===== src/rtl/pipe_pkg.sv =====
// Shared types, widths and helpers for elastic pipeline stages.
// Latency: none (declarations only).
// Backpressure: not applicable.
package pipe_pkg;

    localparam int PIPE_MAX_DEPTH = 8;
    localparam int PIPE_CNT_W     = 4;
    localparam int PIPE_PTR_W     = 3;

    // MEM/WB control field layout, shared by the stages that build in_ctrl
    localparam int MEMWB_REGWRITE_BIT = 0;
    localparam int MEMWB_MEMTOREG_BIT = 1;
    localparam int MEMWB_MEMREAD_BIT  = 2;
    localparam int MEMWB_MEMWRITE_BIT = 3;
    localparam int MEMWB_CTRL_W       = 4;

    typedef struct packed {
        logic mem_write;
        logic mem_read;
        logic memto_reg;
        logic reg_write;
    } memwb_ctrl_t;

    // Advance a buffer pointer, wrapping DEPTH-1 -> 0 so non-power-of-two depths work
    function automatic logic [PIPE_PTR_W-1:0] ptr_inc(input logic [PIPE_PTR_W-1:0] ptr,
                                                      input logic [PIPE_CNT_W-1:0] depth);
        logic [PIPE_PTR_W-1:0] nxt;
        if (PIPE_CNT_W'(ptr) == depth - 1'b1) begin
            nxt = '0;
        end else begin
            nxt = ptr + 1'b1;
        end
        return nxt;
    endfunction

endpackage


===== src/rtl/pipe_sat_counter.sv =====
// Saturating event counter; holds at all-ones, cleared only by reset.
// Latency: count reflects an enabled cycle one clock later.
// Backpressure: none; en is sampled every cycle.
module pipe_sat_counter #(
    parameter int WIDTH = 32
) (
    input  logic             clock,
    input  logic             reset,
    input  logic             en,
    output logic [WIDTH-1:0] cnt
);

    logic [WIDTH-1:0] r_cnt;

    // Count enabled cycles, stopping at the maximum value
    always_ff @(posedge clock or posedge reset) begin
        if (reset) begin
            r_cnt <= '0;
        end else if (en && (r_cnt != '1)) begin
            r_cnt <= r_cnt + 1'b1;
        end
    end

    assign cnt = r_cnt;

endmodule


===== src/rtl/pipe_stage_elastic.sv =====
// Elastic pipeline register with a DEPTH-entry FIFO buffer; PIPE_STAGE_PERF_EN adds stall/bubble counters.
// Latency: 1 cycle from push to out_*; full throughput including push+pop at full.
// Backpressure: in_ready drops only when full and out_ready is low; out_ready->in_ready is combinational.
module pipe_stage_elastic
    import pipe_pkg::*;
#(
    parameter int CTRL_W = 4,
    parameter int DATA_W = 69,
    parameter int DEPTH  = 2
) (
    input  logic                  clock,
    input  logic                  reset,
    input  logic                  flush,
    input  logic                  in_valid,
    output logic                  in_ready,
    input  logic [CTRL_W-1:0]     in_ctrl,
    input  logic [DATA_W-1:0]     in_data,
    output logic                  out_valid,
    input  logic                  out_ready,
    output logic [CTRL_W-1:0]     out_ctrl,
    output logic [DATA_W-1:0]     out_data,
    output logic [PIPE_CNT_W-1:0] count
`ifdef PIPE_STAGE_PERF_EN
    ,
    output logic [31:0]           stall_cycles,
    output logic [31:0]           bubble_cycles
`endif
);

    localparam logic [PIPE_CNT_W-1:0] DEPTH_C = PIPE_CNT_W'(DEPTH);

    // Arrays are sized to the maximum depth so the pointers index them exactly;
    // slots at or above DEPTH are never written and stay zero.
    logic [CTRL_W-1:0]     r_ctrl [PIPE_MAX_DEPTH];
    logic [DATA_W-1:0]     r_data [PIPE_MAX_DEPTH];
    logic [PIPE_PTR_W-1:0] r_wr_ptr;
    logic [PIPE_PTR_W-1:0] r_rd_ptr;
    logic [PIPE_CNT_W-1:0] r_count;

    logic w_push;
    logic w_pop;

    assign out_valid = (r_count != '0);
    assign in_ready  = (r_count < DEPTH_C) || ((r_count == DEPTH_C) && out_ready);
    assign w_push    = in_valid && in_ready && !flush;
    assign w_pop     = out_valid && out_ready && !flush;

    // Control is masked to a NOP when no entry is present; data is left visible for debug
    assign out_ctrl  = out_valid ? r_ctrl[r_rd_ptr] : '0;
    assign out_data  = r_data[r_rd_ptr];
    assign count     = r_count;

    // Pointer and occupancy update; flush resets bookkeeping but leaves storage intact
    always_ff @(posedge clock or posedge reset) begin
        if (reset) begin
            r_wr_ptr <= '0;
            r_rd_ptr <= '0;
            r_count  <= '0;
        end else if (flush) begin
            r_wr_ptr <= '0;
            r_rd_ptr <= '0;
            r_count  <= '0;
        end else begin
            if (w_push) begin
                r_wr_ptr <= ptr_inc(r_wr_ptr, DEPTH_C);
            end
            if (w_pop) begin
                r_rd_ptr <= ptr_inc(r_rd_ptr, DEPTH_C);
            end
            case ({w_push, w_pop})
                2'b10:   r_count <= r_count + 1'b1;
                2'b01:   r_count <= r_count - 1'b1;
                default: r_count <= r_count;
            endcase
        end
    end

    // Entry storage: written at the tail on every accepted push
    always_ff @(posedge clock or posedge reset) begin
        if (reset) begin
            for (int i = 0; i < PIPE_MAX_DEPTH; i++) begin
                r_ctrl[i] <= '0;
                r_data[i] <= '0;
            end
        end else if (w_push) begin
            r_ctrl[r_wr_ptr] <= in_ctrl;
            r_data[r_wr_ptr] <= in_data;
        end
    end

`ifdef PIPE_STAGE_PERF_EN
    logic w_stall;
    logic w_bubble;

    assign w_stall  = out_valid && !out_ready;
    assign w_bubble = !out_valid && out_ready;

    pipe_sat_counter #(.WIDTH(32)) u_stall_cnt (
        .clock (clock),
        .reset (reset),
        .en    (w_stall),
        .cnt   (stall_cycles)
    );

    pipe_sat_counter #(.WIDTH(32)) u_bubble_cnt (
        .clock (clock),
        .reset (reset),
        .en    (w_bubble),
        .cnt   (bubble_cycles)
    );
`endif

endmodule


===== config.mk =====
export PLATFORM = sky130hd
export DESIGN_NAME = pipe_stage_elastic
export DESIGN_NICKNAME = d
export VERILOG_FILES = /design/src/rtl/pipe_pkg.sv /design/src/rtl/pipe_sat_counter.sv /design/src/rtl/pipe_stage_elastic.sv
export SDC_FILE = /design/constraint.sdc
export NUM_CORES = 1
export LEC_CHECK = 0
export ABC_AREA = 1
export BUFFER_PORTS_ARGS = -buffer_cell sky130_fd_sc_hd__buf_2
export CAP_MARGIN = 30
export CORE_ASPECT_RATIO = 0.7
export CORE_MARGIN = 3
export CORE_UTILIZATION = 45
export CTS_BUF_LIST = sky130_fd_sc_hd__clkbuf_2
export DETAILED_ROUTE_END_ITERATION = 8
export PLACE_DENSITY = 0.6
export SLEW_MARGIN = 20
export SYNTH_ARGS = -nofsm -noshare
export SYNTH_HDL_FRONTEND = slang
export SYNTH_SLANG_ARGS = --single-unit
export TNS_END_PERCENT = 20

===== constraint.sdc =====
create_clock -name clock -period 47 [get_ports clock]
set_input_delay 2.35 -clock clock [delete_from_list [all_inputs] [get_ports clock]]
set_output_delay 2.35 -clock clock [all_outputs]
set_load 0.1 [all_outputs]

==> impl_metrics.yaml, run 1 <==
outcome:
  status: "complete, no violations"
floorplanning:
  dieArea_mm2: 0.06330
  die_x_um: 299.4
  num_rows: 74
  core_area_mm2: 0.05898
  start_util_pct: 45.98
  die_h_um: 211.4
  ios: 157
power_and_ir_drop:
  power_density_mw_per_mm2: 58.99
  power.leakage_uw: 0.01381
  power.total_uw: 1708
  vdd_drop_max_mv: 0.05267
cts:
  cts_setup_buffers: 0
  htree_levels: 4
  hold_buffers: 0
  clockBufferDepth: 3
  cts_tree: "yes"
  cts-root-buf: "clkbuf_2"
  clock_latency_ns: 1.27
  path_clk_slew_ns: 0.09
  post_cts_resized: 0
  cts_num_sinks: 594
  cts_buffers: 148
timing:
  slew_violations: 0
  hold_viol_final: 0
  finClkSkew_ns: 0.06150
  setup_viol: 0
  finalCritPeriodShare_pct: 17.31
  slew_headroom_pct: 37.67
  fmax_mhz: 122.9
  rsz0062_at_grt: "no"
  setup_tns_ns: 0
  postLayoutSetupSlackWorst_ns: 38.87
  period_minus_slack_ns: 8.135
  worst_pin_slew_ns: 0.9350
routing:
  drc: 0
  avgViaCountPerCell: 5.427
  vias: 21710
  drt_iter0_markers: 2071
  wl_per_cell_um: 18.72
  drtAntennaViolNets: 0
  dr.pass1.iters: 5
  routed_wl_um: 74900
synthesis:
  synthFlopType: "dfrtp_1"
  synth_area_mm2: 0.02712
  seq_area_frac_synth_pct: 54.81
  synth_edf_count: 0
  yosysUniqueCellTypes: 33
  synthesis.nets: 3059
  syn_inst: 2978
  synth.avg_cell_area_um2: 9.107
  ys_warn_count: 0
  async_flop_share_pct: 100.0
  ys_ff_latch: 594
worst_setup_path:
  cp-end-kind: "output port"
  r2r_slack_ns: 44.10
  cp_max_fo: 67
  required_ns: 44.65
  crit_type: "reg -> out"
  worstRegToRegCells: 10
  worst_ep_arrival_time_ns: 5.79
  reg2reg_to: "r_data[321]"
  worstSetupStartpoint: "r_rd_ptr[0]"
  crit_end: "out_data[34]"
  rr_startpoint: "count[0]"
  critPathLaunchType: "flop"
layout:
  final_core_util_pct: 49.09
  n_fill_cell: 5625
  areaGrowthSynthToFinish_pct: 6.754
  ff_latch_area_mm2: 0.01487
  drive_above_1_share_pct: 18.55
  multi_input_comb_area_mm2: 0.01025
  nets: 3174
placement:
  dp_hpwl_um: 39000
  io_buffers: 156
  post-place-ws_ns: 40.20
  gp_congestion: 0.7641
global_route:
  first_global_vias: 22000
  antenna_found_initial: 4
  grt_first_pass_wirelength_um: 120700
  grt_start_max_net_pins: 155
  grt-ovfl-total: 0
  grt_usage_pct: 24.01
job:
  cap_viol_max_count: 0
hold_path:
  worst_hold_path_type: "reg -> reg"
through the flow:
| stage | std cells | hold slack (ns) | area, um2 |
|---|---|---|---|
| after detailed placement | 3736 | 0.4616 | 27540 |
| after global placement | 3733 | 0.4585 | 27460 |
| after global routing | 3996 | 0.5035 | 28940 |
| after CTS | 3990 | 0.4839 | 28800 |
| after floorplan | 2978 | 0.4478 | 27120 |
| final | 4000 | 0.4837 | 28950 |
cells by family after synthesis:
group                      after synthesis  share of synthesized area [%]
and+or+nand+nor                       1094                          15.82
AOI/OAI and AO/OA                      972                          21.51
xor gates and xnor gates                 1                        0.03230
buffers and inverters                  314                          7.663
DFF                                    594                          54.81
adders and majority gates                3                         0.1661
layout by cell type (no fill, tap or decap), drive strengths merged, types with 4 or more instances in the layout:
cell type,count
nand2,844
o21ai,812
nand3,7
buf,189
o21a,21
a31oi,12
nor3,4
nand4,25
nor2,211
clkinv,28
clkbuf,218
inv,95
a22oi,90
o2bb2ai,13
dfrtp,594
diode,5
o211ai,20
power breakdown:
part,total [uW],leakage (uW),internal (uW),switching [uW]
clock network,339,0.000995,128,210
logic,751,0.00477,143,608
registers,618,0.00805,579,38.6
total,1710,0.0138,851,857
flip-flops by register name, summed over array words and instances (netlist names):
| name | count |
|---|---|
| r_data | 552 |
| count | 4 |
| r_rd_ptr | 3 |
| r_wr_ptr | 3 |
| r_ctrl | 32 |
critical path: stages (launching register included):
cell and delay, ns:
dfrtp_4 0.50, buf_4 0.69, nand2_1 0.27, inv_4 0.40, buf_4 0.73, buf_4 0.82, a22oi_1 0.19, o21ai_0 0.14
nand2_1 0.07, nand2_1 0.17, buf_2 0.46
layout make-up:
type                       instances  area share (%)
sequential                       594           51.37
multi-input combinational       2070           35.42
timing repair buffer             189           4.136
clock buffer                     218           3.769
tap                              798           3.449
inverter                          90           1.219
clock inverter                    36          0.5921
antenna                            5         0.04322
synthesized netlist by cell type, types with 2 or more instances:
master	number	share of area, %
buf_4	6	0.17
o21ai_0	241	4.4
inv_1	89	1.2
buf_1	12	0.17
a31oi_1	12	0.28
buf_6	109	4.5
o21a_1	21	0.58
a22oi_1	90	2.5
nor3_1	4	0.074
nand2_4	8	0.33
o2bb2ai_1	13	0.42
clkbuf_1	50	0.69
nand2_1	835	12
dfrtp_1	594	55
o21ai_2	153	4.9
o211ai_1	20	0.55
and3_1	3	0.069
ha_1	2	0.092
o21ai_1	418	7.7
nand3_1	6	0.11
buf_2	46	0.85
nor2_1	209	2.9
nand4_1	25	0.58
a21oi_1	3	0.055
worst min-delay path by stage:
stage,start,to,depth (start not counted)
finish,r_data[475],r_data[475],2
global route,r_data[528],r_data[528],2
CTS,r_data[275],r_data[275],2
detailed placement,r_data[275],r_data[275],2
global placement,r_data[217],r_data[217],2
floorplan,r_data[192],r_data[192],2
per-layer routing:
metal / part of all wire (%) / up-vias / GRT usage, %
met5: 0.0093 / - / 0
met2: 45 / 763 / 37.02
met1: 46 / 10500 / 33.64
li1: - / 10330 / -
met3: 6.4 / 114 / 5.290
met4: 1.8 / 2 / 8.513
Power figures use the tool's default switching activity.
==> run 2: changes to the inputs <==
--- a/config.mk
+++ b/config.mk
@@ -5,7 +5,7 @@
 export SDC_FILE = /design/constraint.sdc
 export NUM_CORES = 1
 export LEC_CHECK = 0
-export ABC_AREA = 1
+export ABC_AREA = 0
 export BUFFER_PORTS_ARGS = -buffer_cell sky130_fd_sc_hd__buf_2
 export CAP_MARGIN = 30
 export CORE_ASPECT_RATIO = 0.7
==> constraint.sdc (replaced) <==
create_clock -name clock -period 8.13 [get_ports clock]
set_input_delay 0.4065 -clock clock [delete_from_list [all_inputs] [get_ports clock]]
set_output_delay 0.4065 -clock clock [all_outputs]
set_load 0.1 [all_outputs]
==> impl_metrics.yaml, run 2 <==
cts:
  htree_levels: 4
  cts_tree: "yes"
  post_cts_resized: 0
  hold_buffers: 140
  cts_buffers: 149
  cts_num_sinks: 594
  clock_latency_ns: 1.17
  cts_setup_buffers: 0
  clockBufferDepth: 3
  path_clk_slew_ns: 0.11
  cts-root-buf: "clkbuf_2"
power_and_ir_drop:
  power.leakage_uw: 0.01477
  power_density_mw_per_mm2: 319.9
  vdd_drop_max_mv: 0.2414
floorplanning:
  die_h_um: 209.4
  die_x_um: 296.6
  ios: 157
  num_rows: 73
  core_area_mm2: 0.05763
  start_util_pct: 46.14
  dieArea_mm2: 0.06210
worst_setup_path:
  crit_end: "out_ctrl[1]"
  crit_slowest_cell: "dfrtp_4"
  crit_chain: "buf_4, mux4_2, mux2i_1, nor2_1, buf_2"
  crit_type: "reg -> out"
  critPathLaunchType: "flop"
  worstRegToRegCells: 5
  cpPeakStageDelay_ns: 0.96
  reg2reg_to: "r_data[387]"
  worst_ep_arrival_time_ns: 4.16
  rr_startpoint: "count[3]"
  required_ns: 7.72
  cp-end-kind: "output port"
  r2r_slack_ns: 4.48
  cp_max_fo: 58
  worstSetupStartpoint: "r_rd_ptr[1]"
synthesis:
  synth.avg_cell_area_um2: 16.94
  ys_warn_count: 0
  synth_area_mm2: 0.02659
  async_flop_share_pct: 100.0
  yosysTopAreaCellShare_pct: 55.90
  ys_top_cells_by_count: "mux2_2, dfrtp_1, mux4_2"
  synthesis.nets: 1651
  seq_area_frac_synth_pct: 55.90
  synth_top_area_cell: "dfrtp_1"
  yosysUniqueCellTypes: 40
  synthFlopType: "dfrtp_1"
  ys_ff_latch: 594
  yosysMostFrequentCell: "mux2_2"
  synth_edf_count: 0
  syn_inst: 1570
  synth_area_leaders: "dfrtp_1, mux2_2, mux4_2, buf_2, buf_6"
layout:
  drive_above_1_share_pct: 59.50
  mostFrequentLayoutCell: "mux2_2"
  nets: 2015
  areaGrowthSynthToFinish_pct: 15.67
  largest_reg_flops: 552
  regMostFlops: "r_data"
  final_core_util_pct: 53.37
  final_cell_mix: "mux2_2, dfrtp_1, clkbuf_2, buf_2, mux4_2"
job:
  cap_viol_max_count: 0
routing:
  wl_per_cell_um: 21.89
  routed_wl_um: 61590
  drt_iter0_markers: 684
  vias: 15270
  drc: 0
  dr.pass1.iters: 5
  drtAntennaViolNets: 0
  avgViaCountPerCell: 5.429
timing:
  setup_tns_ns: 0
  finalCritPeriodShare_pct: 56.15
  worst_pin_slew_ns: 0.9912
  fmax_mhz: 219.1
  setup_viol: 0
  slew_violations: 0
  finClkSkew_ns: 0.08726
  rsz0062_at_grt: "no"
  period_minus_slack_ns: 4.565
  hold_viol_final: 0
  slew_headroom_pct: 33.92
global_route:
  antenna_found_initial: 5
  grt_start_max_net_pins: 172
  grt_usage_pct: 20.50
  first_global_vias: 16940
  grt-ovfl-total: 0
  grt_first_pass_wirelength_um: 98120
placement:
  gp_congestion: 0.7248
  io_buffers: 156
  dp_hpwl_um: 32750
hold_path:
  worst_hold_path_type: "in -> reg"
outcome:
  status: "complete, no violations"
==> run 2: cell count changes after synthesis, moves of 86 or more <==
cell	previous run	this run
a22oi_1	90	0
buf_6	109	14
inv_1	89	3
mux2_2	0	642
mux4_2	0	146
nand2_1	835	9
nor2_1	209	11
o21ai_0	241	1
o21ai_1	418	0
o21ai_2	153	0
==> run 2: layout make-up <==
class                      count  area, um2
fill                        4847      26870
inverter                       3      15.01
tap                          787      984.7
timing repair buffer         318       2434
sequential                   594      14880
clock inverter                36      242.7
antenna                        4      10.01
clock buffer                 203       1016
multi-input combinational    868      11180
==> run 2: metrics by stage <==
step / std cells / hold WS [ns] / power, uW / cell area (um2) / worst slack [ns]
2_1_floorplan: 1570 / 0.4594 / 7174 / 26600 / -0.3758
3_3_place_gp: 2428 / 0.4497 / 7854 / 28040 / 4.528
3_5_place_dp: 2430 / 0.4447 / 7922 / 28090 / 4.460
4_1_cts: 2809 / 0.0002897 / 10000 / 30750 / 3.309
5_1_grt: 2813 / 0.03550 / 10330 / 30760 / 3.232
6_report: 2813 / 0.1708 / 9839 / 30760 / 3.565
==> run 2: layer usage <==
metal	vias up	track usage, %	part of all wire, %
met3	104	5.004	4.3
met1	8161	27.99	46
met2	284	32.44	48
met4	2	6.673	1.9
li1	6722	-	-
met5	-	0	0.011
==> run 2: critical path, delay by kind of cell (launching register included) <==
kind | cells | cell delay (ns)
buffers and inverters | 2 | 1.35
flip-flops | 1 | 0.96
multiplexers | 2 | 0.43
AND/OR/NAND/NOR | 1 | 0.25
==> run 2: worst min path at each step <==
stage	from	slack (ns)	depth (start not counted)	end
after floorplan	r_data[160]	0.46	1	r_data[160]
after global placement	reset	0.45	2	r_data[209]
after detailed placement	reset	0.44	2	r_data[209]
after CTS	flush	0.0003	3	r_rd_ptr[0]
after global routing	in_data[20]	0.04	3	r_data[89]
final	flush	0.17	3	r_rd_ptr[0]
==> run 2: cell families after synthesis <==
logic type | count (synthesis) | synth area share, %
xor gates and xnor gates | 5 | 0.1647
DFF | 594 | 55.90
adders and majority gates | 3 | 0.1694
AOI/OAI and AO/OA | 13 | 0.3576
muxes | 806 | 40.28
buffers and inverters | 108 | 2.202
and+or+nand+nor | 41 | 0.9269
==> run 2: power breakdown <==
| group | switching [uW] | internal, uW |
|---|---|---|
| sequential | 220 | 3330 |
| clock | 1200 | 763 |
| combinational | 3040 | 1280 |
==> run 3: changes to the inputs <==
--- a/config.mk
+++ b/config.mk
@@ -13,7 +13,7 @@
 export CORE_UTILIZATION = 45
 export CTS_BUF_LIST = sky130_fd_sc_hd__clkbuf_2
 export DETAILED_ROUTE_END_ITERATION = 8
-export PLACE_DENSITY = 0.6
+export PLACE_DENSITY = 0.62
 export SLEW_MARGIN = 20
 export SYNTH_ARGS = -nofsm -noshare
 export SYNTH_HDL_FRONTEND = slang
==> constraint.sdc (replaced) <==
create_clock -name clock -period 4 [get_ports clock]
set_input_delay 0.2 -clock clock [delete_from_list [all_inputs] [get_ports clock]]
set_output_delay 0.2 -clock clock [all_outputs]
set_load 0.1 [all_outputs]
==> impl_metrics.yaml, run 3 (synthesized netlist as in run 2, its figures left out) <==
outcome:
  status: "complete, no violations"
routing:
  routed_wl_um: 61180
  wl_per_cell_um: 21.48
  drc: 0
  drtAntennaViolNets: 0
  dr.pass1.iters: 4
  drt_iter0_markers: 513
  vias: 15410
  avgViaCountPerCell: 5.412
layout:
  regMostFlops: "r_data"
  mostFrequentLayoutCell: "mux2_2"
  largest_reg_flops: 552
  n_fill_cell: 4798
  final_core_util_pct: 54.12
  drive_above_1_share_pct: 59.12
  nets: 2050
  final_cell_mix: "mux2_2, dfrtp_1, clkbuf_2, dlygate4sd3_1, buf_2"
  fin_cells: 2848
  areaGrowthSynthToFinish_pct: 17.30
timing:
  finalCritPeriodShare_pct: 90.27
  finClkSkew_ns: 0.06588
  fmax_mhz: 276.9
  slew_violations: 0
  period_minus_slack_ns: 3.611
  worst_pin_slew_ns: 0.9006
  setup_tns_ns: 0
  setup_viol: 0
  hold_viol_final: 0
  rsz0062_at_grt: "no"
  slew_headroom_pct: 39.46
cts:
  htree_levels: 4
  post_cts_resized: 0
  clockBufferDepth: 3
  cts_tree: "yes"
  cts-root-buf: "clkbuf_2"
  cts_buffers: 150
  path_clk_slew_ns: 0.11
  clock_latency_ns: 1.12
  cts_num_sinks: 594
hold_path:
  hold_start: "out_ready"
  worst_hold_path_type: "in -> reg"
  hold_path_end: "count[3]"
  min_path_cells: 5
placement:
  dp_hpwl_um: 34050
  gp_congestion: 0.7471
  io_buffers: 156
  placedCellCount: 2443
global_route:
  grt_start_max_net_pins: 127
  grt_usage_pct: 20.39
  first_global_vias: 17190
  antenna_found_initial: 7
  grt-ovfl-total: 0
  grt_first_pass_wirelength_um: 98530
floorplanning:
  start_util_pct: 46.14
  core_area_mm2: 0.05763
  num_rows: 73
  ios: 157
  die_h_um: 209.4
  dieArea_mm2: 0.06210
  die_x_um: 296.6
power_and_ir_drop:
  power.leakage_uw: 0.01498
  vdd_drop_max_mv: 0.6447
  power_density_mw_per_mm2: 641.8
  power.total_uw: 20020
worst_setup_path:
  cpPeakStageDelay_ns: 0.73
  critPathLaunchType: "flop"
  cp-end-kind: "output port"
  cp_max_fo: 36
  worstSetupStartpoint: "r_rd_ptr[0]"
  crit_type: "reg -> out"
  r2r_slack_ns: 0.46
  crit_chain: "buf_12, mux4_2, mux2_2, buf_2"
  worst_ep_arrival_time_ns: 3.41
  required_ns: 3.80
  crit_slowest_cell: "dfrtp_4"
  reg2reg_to: "r_data[209]"
  rr_startpoint: "count[3]"
  worstRegToRegCells: 6
job:
  cap_viol_max_count: 0
[run 3: worst max-delay path by stage]
stage / to / cells after the start
finish: out_data[6] / 4
global route: out_data[4] / 4
CTS: out_data[4] / 4
detailed placement: r_data[206] / 6
global placement: count[3] / 9
floorplan: count[0] / 1
[run 3: critical path: cells and delay by family, from the launching register on]
kind / cells / cell delay (ns)
buffers and inverters: 2 / 0.66
muxes: 2 / 0.87
DFF: 1 / 0.73
[run 3: per-stage QoR]
step	area, um2	worst slack (ns)	hold WS (ns)
CTS	31140	0.0007732	0.002305
global placement	28330	1.083	0.4454
global route	31190	0.1355	0.05342
floorplan	26600	-4.299	0.3317
detailed placement	28330	1.038	0.4371
finish	31190	0.3892	0.1589
[run 3: timing repair]
item | CTS | global route
buffers inserted | 1 | 1
endpoints found under the setup margin | 2 | 38
endpoints found under the hold margin | 1135 | 0
hold buffers | 158 | 0
[run 3: power breakdown]
part	total (uW)	switching [uW]	internal, uW
Combinational	8900	6230	2670
Sequential	7240	466	6770
Clock	3880	2380	1510
Total	20000	9070	10900
[run 3: layer usage]
layer | vias to the layer above | track usage, % | share of wire [%]
met2 | 277 | 32.93 | 49
met4 | 8 | 5.465 | 1.3
met1 | 8240 | 27.83 | 45
met3 | 83 | 4.856 | 4.7
met5 | - | 0 | 0.075
li1 | 6804 | - | -
[run 3: cell type report]
type	instances	area, um2	share of cell area [%]
diodes	4	10.01	0.03209
flip-flops and latches	594	14880	47.69
clock buffers	209	1046	3.353
well taps	787	984.7	3.157
repair buffers	352	2910	9.330
inverters	3	15.01	0.04813
clock inverters	31	168.9	0.5415
multi-input cells	868	11180	35.85
